<file path="src/rtl/cpu_defs.sv">
// Shared decode/writeback constants for the register file and its read ports.
package cpu_defs;

    localparam int DATA_W_DEF = 32;
    localparam int ADDR_W_DEF = 5;
    localparam int NREAD_DEF  = 2;

    // Architectural zero register index; reads of it are always 0 and never busy.
    localparam int REG_ZERO = 0;

endpackage

</file>
<file path="src/rtl/rf_read_port.sv">
// One combinational register-file read port with write-to-read bypass and busy gating.
module rf_read_port
    import cpu_defs::*;
#(
    parameter int DATA_W = DATA_W_DEF,
    parameter int ADDR_W = ADDR_W_DEF
) (
    input  logic [ADDR_W-1:0] raddr,
    input  logic [DATA_W-1:0] stored,
    input  logic              busy,
    input  logic              we0,
    input  logic [ADDR_W-1:0] waddr0,
    input  logic [DATA_W-1:0] wdata0,
    input  logic              we1,
    input  logic [ADDR_W-1:0] waddr1,
    input  logic [DATA_W-1:0] wdata1,
    output logic [DATA_W-1:0] rdata,
    output logic              rbusy
);

    logic hit0;
    logic hit1;

    // Lane 1 is the younger retire lane, so it outranks lane 0 in the bypass.
    always_comb begin
        hit0  = we0 && (waddr0 == raddr);
        hit1  = we1 && (waddr1 == raddr);
        rdata = stored;
        rbusy = busy && !(hit0 || hit1);
        if (raddr == ADDR_W'(REG_ZERO)) begin
            rdata = '0;
            rbusy = 1'b0;
        end else if (hit1) begin
            rdata = wdata1;
        end else if (hit0) begin
            rdata = wdata0;
        end
    end

endmodule

</file>
<file path="src/rtl/regfile_mp_sb.sv">
// Multi-read, dual-write register file with bypass and a per-register busy scoreboard.
module regfile_mp_sb
    import cpu_defs::*;
#(
    parameter int DATA_W = DATA_W_DEF,
    parameter int ADDR_W = ADDR_W_DEF,
    parameter int NREAD  = NREAD_DEF
) (
    input  logic                    clk,
    input  logic                    rst,
    input  logic [NREAD*ADDR_W-1:0] raddr,
    output logic [NREAD*DATA_W-1:0] rdata,
    output logic [NREAD-1:0]        rbusy,
    input  logic                    we0,
    input  logic [ADDR_W-1:0]       waddr0,
    input  logic [DATA_W-1:0]       wdata0,
    input  logic                    we1,
    input  logic [ADDR_W-1:0]       waddr1,
    input  logic [DATA_W-1:0]       wdata1,
    input  logic                    sb_set,
    input  logic [ADDR_W-1:0]       sb_addr,
    output logic [ADDR_W:0]         busy_cnt
);

    localparam int DEPTH = 2 ** ADDR_W;

    logic [DATA_W-1:0] regs [DEPTH];
    logic [DEPTH-1:0]  busy;
    logic [DEPTH-1:0]  busy_nxt;
    logic [ADDR_W:0]   cnt_nxt;
    logic              byp_we0;
    logic              byp_we1;

    // Bypass is suppressed during reset so reads stay 0 while rst is held.
    assign byp_we0 = we0 && !rst;
    assign byp_we1 = we1 && !rst;

    always_ff @(posedge clk or posedge rst) begin
        if (rst) begin
            for (int r = 0; r < DEPTH; r++) regs[r] <= '0;
        end else begin
            for (int r = 1; r < DEPTH; r++) begin
                if (we1 && (waddr1 == ADDR_W'(r))) regs[r] <= wdata1;
                else if (we0 && (waddr0 == ADDR_W'(r))) regs[r] <= wdata0;
            end
        end
    end

    // A same-cycle set outranks a retiring write so a newly issued producer is not lost.
    always_comb begin
        busy_nxt = busy;
        cnt_nxt  = '0;
        busy_nxt[REG_ZERO] = 1'b0;
        for (int r = 1; r < DEPTH; r++) begin
            if (sb_set && (sb_addr == ADDR_W'(r))) busy_nxt[r] = 1'b1;
            else if ((we0 && (waddr0 == ADDR_W'(r))) || (we1 && (waddr1 == ADDR_W'(r))))
                busy_nxt[r] = 1'b0;
        end
        for (int r = 0; r < DEPTH; r++) cnt_nxt = cnt_nxt + (ADDR_W+1)'(busy_nxt[r]);
    end

    always_ff @(posedge clk or posedge rst) begin
        if (rst) begin
            busy     <= '0;
            busy_cnt <= '0;
        end else begin
            busy     <= busy_nxt;
            busy_cnt <= cnt_nxt;
        end
    end

    for (genvar k = 0; k < NREAD; k++) begin : g_rd
        logic [ADDR_W-1:0] ra;
        assign ra = raddr[k*ADDR_W +: ADDR_W];

        rf_read_port #(
            .DATA_W(DATA_W),
            .ADDR_W(ADDR_W)
        ) u_port (
            .raddr (ra),
            .stored(regs[ra]),
            .busy  (busy[ra]),
            .we0   (byp_we0),
            .waddr0(waddr0),
            .wdata0(wdata0),
            .we1   (byp_we1),
            .waddr1(waddr1),
            .wdata1(wdata1),
            .rdata (rdata[k*DATA_W +: DATA_W]),
            .rbusy (rbusy[k])
        );
    end

endmodule

</file>
<file path="config.mk">
export PLATFORM = sky130hd
export DESIGN_NAME = regfile_mp_sb
export DESIGN_NICKNAME = d
export VERILOG_FILES = /design/src/rtl/cpu_defs.sv /design/src/rtl/rf_read_port.sv /design/src/rtl/regfile_mp_sb.sv
export SDC_FILE = /design/constraint.sdc
export NUM_CORES = 2
export LEC_CHECK = 0
export CAP_MARGIN = 40
export CORE_AREA = 5 5 418 420
export DETAILED_ROUTE_END_ITERATION = 10
export DIE_AREA = 0 0 423 425
export SYNTH_ARGS = -nofsm -noshare
export SYNTH_HDL_FRONTEND = slang
export SYNTH_HIERARCHICAL = 1
export SYNTH_SLANG_ARGS = --single-unit
</file>
<file path="constraint.sdc">
create_clock -name clk -period 64.1 [get_ports clk]
set_clock_uncertainty 0.05 [all_clocks]
set_input_delay 12.82 -clock clk [delete_from_list [all_inputs] [get_ports clk]]
set_output_delay 12.82 -clock clk [all_outputs]
set_load 0.01 [all_outputs]
</file>
==> results.yml <==
floorplan:
  row_count: 152
  dieArea_um2: 180000
  pin_count: 166
  die_w_um: 423
  core_area_um2: 171000
  initial_core_util_pct: 39.8
  die_y_um: 425
sta:
  setup_viol: 0
  fin_crit_sh_pct: 49.6
  fmax_mhz: 31.5
  final_hold_viol_count: 0
  worst_pin_slew_ns: 0.982
  maxSlewViolCount: 0
  final.setup.tns_ns: 0
  rsz0062_at_grt: "no"
  max_slew_margin_pct: 34.6
  fin_crit_ns: 31.78
run_status:
  status: "finished, final reports clean"
hold_path:
  hold_start: "regs[961]"
  hp-class: "flip-flop to flip-flop"
cells_and_area:
  fillers: 15661
  mostFrequentLayoutCells: "mux2i_1 (1190), dfrtp_1 (1029), o21ai_0 (564)"
  nNetsFinal: 6459
  final_common_cell: "mux2i_1"
  drive_above_1_share_pct: 17.0
  design_area_um2: 76500
  syn_to_final_growth_pct: 12.8
  regArea_um2: 25700
  multiInputGateArea_um2: 38700
place:
  placed_area_um2: 72500
  port_buffers: 165
  hpwlAfterDp_um: 166000
  place.gp.congestion: 0.872
synthesis:
  yosys_register_bits: 1029
  ys_seq_area_share_pct: 38.0
  avgSynthCellArea_um2: 10.3
  synth_async_sr_flop_share_pct: 100
  synth-edff-count: 0
  synth_ff_type: "dfrtp_1"
  synth-warning-count: 70
  synth.distinct_cells: 52
  synth_nets: 6697
  mappedNetlistArea_um2: 67800
  syn_inst: 6573
setup_path:
  reg2reg_from: "busy[6]"
  cp-start-kind: "input pin"
  crit_chain: "buf_8, buf_4, buf_4, buf_4, buf_4, mux4_2, mux2i_1, and2_1, o31ai_1, o21ai_0, a311oi_2, clkdlybuf4s50_1"
  crit_path_end_kind: "output port"
  cp-startpoint: "raddr[5]"
  critical_path_class: "input pin to output port"
  cp.arrival_ns: 18.91
  worst_path_max_delay_cell: "buf_4"
  critical_path_required_ns: 51.23
  worst_path_most_repeated_cell: "buf_4"
  critPathMaxFanout: 66
  cp_slowest_stage_delay_ns: 0.83
pwr:
  p_int_mw: 1.66
  ir_worst_vdd_uv: 64.6
  p_switching_uw: 813
  p_clk_share_pct: 29.2
  p_leak_nw: 32.9
  p_sw_share_pct: 32.9
  pwr-share-seq_pct: 39.0
  power_density_nw_per_um2: 32.3
  p_comb_share_pct: 31.8
clock_network:
  cts_made_buffers: 118
  h-tree-depth: 3
  cts_tree: "yes"
  cts-root-buf: "clkbuf_16"
  path_clk_slew_ns: 0.06
  postCtsHoldBufs: 0
  clockBufferDepth: 3
  ctsResizeCount: 0
  cts.sinks: 1029
  cts_setup_buffers: 0
  clk_latency_ns: 0.79
routing:
  drc: 0
  ant_nets: 0
  vias: 56449
  avgViaCountPerCell: 6.52
  drtPass1Iterations: 6
  drt_first_iter_violations: 7236
  route.detailed.wl_per_inst_um: 32.1
  wirelength_um: 278000
global_routing:
  grt_overflow_total: 0
  grt_usage_pct: 30.0
  grt_pass1_wl_um: 398000
  antenna_found_initial: 11
  first_global_vias: 55506
  grt_max_degree: 152
job:
  cap_violations: 0
routing by layer:
layer | routed length (um) | GRT usage (%) | up-vias
met2 | 124000 | 46.6 | 3721
met4 | 21800 | 19.1 | 2
met5 | 13 | 0 | -
met1 | 101000 | 36.8 | 28002
li1 | - | - | 23661
met3 | 31100 | 8.70 | 1063
critical path: cells and delay by family:
family          cells  cell delay (ns)
buf+inv             6             4.13
compound gates      3             1.13
mux                 2             0.41
simple gates        1             0.19
power by group through the flow:
stage	clock (mW)	combinational, mW	sequential, mW
2_1_floorplan	0	0.598	0.927
4_1_cts	0.726	0.784	0.957
3_3_place_gp	0	0.757	0.955
6_report	0.722	0.785	0.965
5_1_grt	0.752	0.867	0.984
3_5_place_dp	0	0.783	0.966
stage by stage:
stage               instances  power (mW)  setup slack (ns)  utilization (%)  hold WS (ns)
detailed placement       8448        1.75             32.34             42.5         0.529
finish                   8662        2.47             32.32             44.9         0.542
CTS                      8659        2.47             32.32             44.9         0.544
floorplan                6573        1.53             22.27                -         0.475
global route             8662        2.60             32.08             44.9         0.561
global placement         8366        1.71             32.34             41.3         0.511
layout make-up:
| cell class | instances | area share (%) |
|---|---|---|
| inverter | 39 | 0.201 |
| tap | 2233 | 3.65 |
| timing repair buffer | 434 | 6.61 |
| antenna | 3 | 0.00981 |
| sequential | 1029 | 33.6 |
| clock inverter | 35 | 0.652 |
| clock buffer | 176 | 4.63 |
| multi-input combinational | 4713 | 50.6 |
registers in the layout, summed over array words and instances (netlist names):
| register | cells |
|---|---|
| busy | 31 |
| busy_cnt | 6 |
| regs | 992 |
synth_stat cells, drive strengths merged, types with 3 or more instances:
| cell type | n | share of area, % |
|---|---|---|
| and4 | 3 | 0.039 |
| or2 | 3 | 0.028 |
| nand2 | 567 | 3.1 |
| nand4 | 69 | 0.65 |
| nor2 | 543 | 3.1 |
| nand4b | 3 | 0.048 |
| mux2i | 1190 | 18 |
| dfrtp | 1029 | 38 |
| a311oi | 64 | 1.4 |
| a211oi | 66 | 0.73 |
| inv | 39 | 0.22 |
| a22o | 198 | 2.6 |
| nand3 | 3 | 0.022 |
| and4bb | 4 | 0.074 |
| xnor2 | 23 | 0.30 |
| o21a | 6 | 0.066 |
| o31ai | 66 | 0.73 |
| clkbuf | 477 | 2.6 |
| nand4bb | 3 | 0.050 |
| nor3 | 70 | 0.53 |
| mux2 | 65 | 1.1 |
| and2 | 76 | 0.70 |
| nand2b | 10 | 0.092 |
| nor2b | 18 | 0.17 |
| a21oi | 513 | 3.8 |
| a32oi | 5 | 0.065 |
| o22ai | 66 | 0.61 |
| fa | 23 | 0.68 |
| ha | 7 | 0.13 |
| a32o | 7 | 0.10 |
| and4b | 5 | 0.074 |
| mux4 | 396 | 13 |
| buf | 315 | 2.8 |
| o21ai | 630 | 4.6 |
final timing paths:
path                       slack [ns]  depth (start not counted)     endpoint
max reg2reg                     58.73                         17  busy_cnt[4]
min                              0.54                          2    regs[961]
min in group asynchronous       12.79                          2     busy[13]
max in group asynchronous       48.20                          5    regs[719]
max                             32.32                         12    rdata[50]
min reg2reg                      0.54                          2    regs[961]
cell families (layout without fill, tap and decap cells):
logic type | after synthesis | count (layout) | synth area share (%)
xor gates and xnor gates | 23 | 23 | 0.297
other | 0 | 3 | 0
and+or+nand+nor | 1384 | 1384 | 8.77
muxes | 1651 | 1651 | 31.8
adders and majority gates | 30 | 30 | 0.808
buffers and inverters | 831 | 684 | 5.67
DFF | 1029 | 1029 | 38.0
AOI/OAI and AO/OA | 1625 | 1625 | 14.7
No activity file was read; power rests on OpenSTA's default activity.
